[src/rtl/gcd_req_scheduler.sv]
// Round-robin scheduler that shares one GCD engine among N_REQ requesters, with a WAIT watchdog.
// Optional build macro GCD_ZERO_BYPASS_EN answers jobs with a zero operand without using the engine.
module gcd_req_scheduler #(
   parameter int N_REQ   = 4,
   parameter int W       = 8,
   parameter int TIMEOUT = 1023
) (
   input  logic                       clk,
   input  logic                       rst,
   input  logic [N_REQ-1:0]           req_valid,
   input  logic [N_REQ*W-1:0]         req_a,
   input  logic [N_REQ*W-1:0]         req_b,
   output logic [N_REQ-1:0]           req_ready,
   output logic [N_REQ-1:0]           resp_valid,
   output logic [W-1:0]               resp_result,
   output logic                       resp_err,
   output logic                       eng_start,
   output logic [W-1:0]               eng_a,
   output logic [W-1:0]               eng_b,
   output logic                       eng_clr,
   input  logic                       eng_done,
   input  logic [W-1:0]               eng_result,
   output logic                       busy,
   output logic [$clog2(N_REQ)-1:0]   grant_id
);

   localparam int GW = $clog2(N_REQ);

   typedef enum logic [1:0] {
      ST_IDLE  = 2'd0,
      ST_ISSUE = 2'd1,
      ST_WAIT  = 2'd2,
      ST_RESP  = 2'd3
   } state_t;

   state_t          state_r;
   state_t          state_nxt_s;
   logic [GW-1:0]   last_grant_r;
   logic [GW-1:0]   grant_id_r;
   logic [GW-1:0]   win_idx_s;
   logic [GW-1:0]   cand_s;
   logic            win_found_s;
   logic            hs_s;
   logic            zero_job_s;
   logic            timeout_s;
   logic [W-1:0]    win_a_s;
   logic [W-1:0]    win_b_s;
   logic [15:0]     timer_r;
   logic [N_REQ-1:0] resp_valid_r;
   logic [W-1:0]    resp_result_r;
   logic            resp_err_r;
   logic            eng_start_r;
   logic            eng_clr_r;
   logic [W-1:0]    eng_a_r;
   logic [W-1:0]    eng_b_r;
   logic            busy_r;

   function automatic logic [N_REQ-1:0] onehot(input logic [GW-1:0] idx);
      logic [N_REQ-1:0] v;
      v      = '0;
      v[idx] = 1'b1;
      return v;
   endfunction

   // Round-robin search starting just after the last granted requester
   always_comb begin
      win_found_s = 1'b0;
      win_idx_s   = '0;
      cand_s      = '0;
      for (int k = 1; k <= N_REQ; k++) begin
         cand_s = GW'((int'(last_grant_r) + k) % N_REQ);
         if (!win_found_s && req_valid[cand_s]) begin
            win_found_s = 1'b1;
            win_idx_s   = cand_s;
         end else begin
            win_found_s = win_found_s;
         end
      end
   end

   assign win_a_s   = req_a[int'(win_idx_s)*W +: W];
   assign win_b_s   = req_b[int'(win_idx_s)*W +: W];
   assign hs_s      = (state_r == ST_IDLE) && win_found_s;
   assign timeout_s = (timer_r == 16'(TIMEOUT - 1));
   assign req_ready = hs_s ? onehot(win_idx_s) : {N_REQ{1'b0}};

`ifdef GCD_ZERO_BYPASS_EN
   assign zero_job_s = (win_a_s == {W{1'b0}}) || (win_b_s == {W{1'b0}});
`else
   assign zero_job_s = 1'b0;
`endif

   // State register
   always_ff @(posedge clk or posedge rst) begin
      if (rst) begin
         state_r <= ST_IDLE;
      end else begin
         state_r <= state_nxt_s;
      end
   end

   // Next-state decode; done takes priority over the watchdog
   always_comb begin
      state_nxt_s = state_r;
      case (state_r)
         ST_IDLE: begin
            if (hs_s) begin
               state_nxt_s = zero_job_s ? ST_RESP : ST_ISSUE;
            end else begin
               state_nxt_s = ST_IDLE;
            end
         end
         ST_ISSUE: state_nxt_s = ST_WAIT;
         ST_WAIT: begin
            if (eng_done || timeout_s) begin
               state_nxt_s = ST_RESP;
            end else begin
               state_nxt_s = ST_WAIT;
            end
         end
         ST_RESP: state_nxt_s = ST_IDLE;
         default: state_nxt_s = ST_IDLE;
      endcase
   end

   // Datapath and registered outputs; strobes default low every cycle
   always_ff @(posedge clk or posedge rst) begin
      if (rst) begin
         last_grant_r  <= GW'(N_REQ - 1);
         grant_id_r    <= '0;
         timer_r       <= 16'd0;
         resp_valid_r  <= '0;
         resp_result_r <= '0;
         resp_err_r    <= 1'b0;
         eng_start_r   <= 1'b0;
         eng_clr_r     <= 1'b0;
         eng_a_r       <= '0;
         eng_b_r       <= '0;
         busy_r        <= 1'b0;
      end else begin
         eng_start_r  <= 1'b0;
         eng_clr_r    <= 1'b0;
         resp_valid_r <= '0;
         busy_r       <= (state_nxt_s != ST_IDLE);
         case (state_r)
            ST_IDLE: begin
               if (hs_s) begin
                  eng_a_r    <= win_a_s;
                  eng_b_r    <= win_b_s;
                  grant_id_r <= win_idx_s;
                  if (zero_job_s) begin
                     resp_valid_r  <= onehot(win_idx_s);
                     resp_result_r <= (win_a_s == {W{1'b0}}) ? win_b_s : win_a_s;
                     resp_err_r    <= 1'b0;
                  end else begin
                     eng_start_r <= 1'b1;
                  end
               end else begin
                  eng_start_r <= 1'b0;
               end
            end
            ST_ISSUE: timer_r <= 16'd0;
            ST_WAIT: begin
               timer_r <= timer_r + 16'd1;
               if (eng_done) begin
                  resp_valid_r  <= onehot(grant_id_r);
                  resp_result_r <= eng_result;
                  resp_err_r    <= 1'b0;
               end else if (timeout_s) begin
                  resp_valid_r  <= onehot(grant_id_r);
                  resp_result_r <= '0;
                  resp_err_r    <= 1'b1;
                  eng_clr_r     <= 1'b1;
               end else begin
                  resp_valid_r <= '0;
               end
            end
            ST_RESP: last_grant_r <= grant_id_r;
            default: resp_valid_r <= '0;
         endcase
      end
   end

   assign resp_valid  = resp_valid_r;
   assign resp_result = resp_result_r;
   assign resp_err    = resp_err_r;
   assign eng_start   = eng_start_r;
   assign eng_clr     = eng_clr_r;
   assign eng_a       = eng_a_r;
   assign eng_b       = eng_b_r;
   assign busy        = busy_r;
   assign grant_id    = grant_id_r;

endmodule

[config.mk]
export PLATFORM = sky130hd
export DESIGN_NAME = gcd_req_scheduler
export DESIGN_NICKNAME = d
export VERILOG_FILES = /design/src/rtl/gcd_req_scheduler.sv
export SDC_FILE = /design/constraint.sdc
export NUM_CORES = 1
export LEC_CHECK = 0
export CELL_PAD_IN_SITES_DETAIL_PLACEMENT = 1
export CELL_PAD_IN_SITES_GLOBAL_PLACEMENT = 1
export CORE_MARGIN = 2
export CORE_UTILIZATION = 30
export DETAILED_ROUTE_END_ITERATION = 6
export PLACE_DENSITY_LB_ADDON = 0.2
export SYNTH_ARGS = -nofsm -noshare
export SYNTH_HDL_FRONTEND = slang
export SYNTH_SLANG_ARGS = --single-unit
[constraint.sdc]
create_clock -name clk -period 2.5 [get_ports clk]
set_input_delay 0.25 -clock clk [delete_from_list [all_inputs] [get_ports clk]]
set_output_delay 0.25 -clock clk [all_outputs]
set_load 0.05 [all_outputs]
==> flow_summary.yaml <==
hold_path:
  hold_class: "in -> async"
yosys:
  synth_common_cells: "dfrtp_1, nor2_1, a211oi_1"
  synthAdderAreaFrac_pct: 2.16
  synthTopCellsByArea: "dfrtp_1, a211oi_1, mux2i_1, and4_1, nor2_1"
  yosysTopAreaCell: "dfrtp_1"
  synthFlopType: "dfrtp_1"
  ys_types: 45
  ys_seq_elements: 54
  synth-simple-area-share_pct: 20.0
  async_reset_ff_share_pct: 100
  ys_warn_count: 0
  synthMuxAreaShare_pct: 5.92
  yosysSeqAreaShare_pct: 46.7
  synth_compound_area_share_pct: 18.0
  synth_top_family_by_area: "simple AND/OR/NAND/NOR gates"
  yosys.area.top_type_share_pct: 44.9
  yosysMostFrequentCell: "dfrtp_1"
  synth-edff-count: 0
  syn-num-nets: 362
  synth_xor_area_share_pct: 2.72
  synth_cells: 278
  syn_area_sq_um: 2900
  avgSynthCellArea_sq_um: 10.4
cts:
  cts_tree: "yes"
  cts_buffers: 5
  hold_buffers: 0
  insertion_delay_ps: 310
  cts-htree-levels: 2
  clock_sinks: 54
  clk_path_buf_depth: 2
  clkTransAtPathRegs_ps: 110
  clockRootBuffer: "clkbuf_8"
  cts_setup_buffers: 0
place:
  finalWeightedCongestion: 0.703
  placed_area_sq_um: 4260
  io_buffers: 116
  dpl.hpwl_mm: 6.74
route:
  vias: 2644
  first_pass_iters: 4
  wl_per_cell_um: 16.8
  via_per_inst: 5.01
  route.detailed.drc: 0
  routed_wl_mm: 8.85
  drt_iter0_drc: 57
  ant_nets: 0
layout:
  multi_input_area_sq_um: 1430
  area_growth_pct: 50.6
  seqCellArea_sq_um: 1350
  fin_area_sq_um: 4370
  nNetsFinal: 482
  fillCellCount: 1063
  num_antenna_cells: 0
  drive_gt1_share_pct: 12.0
sta:
  fmax_mhz: 431
  fin_skew_ps: 11.3
  tightest_slew_ps: 538
  timing.hold.ws_ps: 292
  final-max-slew-violation-count: 0
  setup_viol: 0
  post-route-period-util_pct: 92.7
  rsz0062_at_grt: "no"
  setup_tns_ps: 0
  period_needed_ps: 2320
  hold_viol: 0
  relSlewSlack_pct: 64.0
power:
  irDropWorstVdd_v: 0.000474
  p_leak_nw: 1.77
  power_density_nw_per_um2: 1120
setup_path:
  worst_ep_required_time_ps: 2250
  critPathMaxStageDelay_ps: 600
  critPathTopFamily: "flip-flops"
  cp_common_cell: "buf_4"
  cp_max_fo: 10
  crit_chain: "nor2b_1 -> o21ai_4 -> and3_1 -> buf_4 -> nor2_1 -> buf_4"
  path_class: "reg -> out"
  start_kind: "register"
  cp_slowest_cell: "dfstp_2"
  crit_buf_inv: 2
  critical_path_arrival_ps: 2070
  critPathCaptureType: "output pin"
floorplan:
  die_h_um: 102
  die-area_sq_um: 10500
  fp.coreArea_sq_um: 9330
  num_rows: 35
  start_util_pct: 31.1
  ios: 117
  die_w_um: 102
global_routing:
  grt_pass1_vias: 2816
  grt_antenna_before_repair: 0
  grt_max_degree: 26
  grt_pass1_wl_mm: 13.9
  grt_usage_pct: 17.1
  grt_overflow: 0
job:
  maxCapViolCount: 0
outcome:
  status: "finished, final reports clean"
[sequential cells by signal, indices dropped and copies added, names as in the netlist]
name	count
resp_err	1
resp_result	8
timer_r	16
eng_start	1
state_r	2
eng_clr	1
busy	1
eng_b	8
last_grant_r	2
resp_valid	4
eng_a	8
grant_id	2
[logic make-up (layout without fill, tap and decap cells)]
kind of cell               Yosys count  after routing
muxes                               17             17
adders and majority gates            5              5
xor gates and xnor gates             9              9
and+or+nand+nor                    103            103
buffers and inverters               26            147
AOI/OAI and AO/OA                   64             64
DFF                                 54             54
[worst reg2reg max path, stage by stage (launching register included)]
cell and delay, ps:
dfrtp_1 400, inv_1 60, ha_1 500, nand4_1 420, nor3_1 360, xnor2_1 160
nor2_1 60
[final timing paths]
path	slack (ps)	cells after the start	endpoint	startpoint
setup / recovery	180	6	req_ready[3]	last_grant_r[0]
hold / removal	290	2	eng_start	rst
min in group clk	510	1	resp_result[0]	resp_result[0]
max in group asynchronous	1590	3	eng_a[1]	rst
hold reg to reg	510	1	resp_result[0]	resp_result[0]
setup reg to reg	450	6	timer_r[14]	state_r[1]
[power by group]
part           leakage [nW]  internal, W  switching (W)
registers             0.674      0.00117       0.000190
logic                  1.05      0.00110        0.00187
clock network        0.0478     0.000229       0.000315
[layout make-up]
type	count	area share [%]
Inverter	11	0.946
Sequential cell	54	31.0
Tap cell	129	3.70
Timing Repair Buffer	128	29.3
Clock inverter	2	0.373
Multi-Input combinational cell	198	32.8
Clock buffer	6	1.89
[per-stage QoR]
step           worst slack, ps  std cells  total power, W  util [%]
2_1_floorplan              366        278         0.00332         -
3_3_place_gp               199        520         0.00431      45.7
3_5_place_dp              98.9        520         0.00438      45.7
4_1_cts                   86.6        528         0.00494      46.7
5_1_grt                   55.4        528         0.00518      46.8
6_report                   182        528         0.00487      46.8
[placed cells by master (no fill, tap or decap), types with 3 or more instances in the layout]
cell / instances
a211oi_1: 25
a211oi_2: 7
a21oi_1: 5
a22o_1: 8
and3_1: 4
and4_1: 17
buf_12: 3
buf_4: 13
clkbuf_8: 6
clkdlybuf4s50_1: 112
dfrtp_1: 52
ha_1: 5
inv_1: 9
mux2i_1: 16
nand2_1: 9
nand3_1: 9
nand4_1: 5
nor2_1: 34
nor2b_1: 5
nor3_1: 4
o21ai_0: 10
or3_1: 3
xor2_1: 7
[metal layers]
metal	share of wire (%)	GRT usage [%]	vias up
met5	0	0	-
li1	-	-	1259
met2	50	31.6	78
met4	0.81	3.79	0
met3	7.0	4.86	6
met1	42	19.6	1301
[what timing repair did]
item,CTS,global route
gates resized for setup,0,1
hold endpoints to repair,0,0
endpoints found under the setup margin,0,1
No activity file was read; power rests on OpenSTA's default activity.
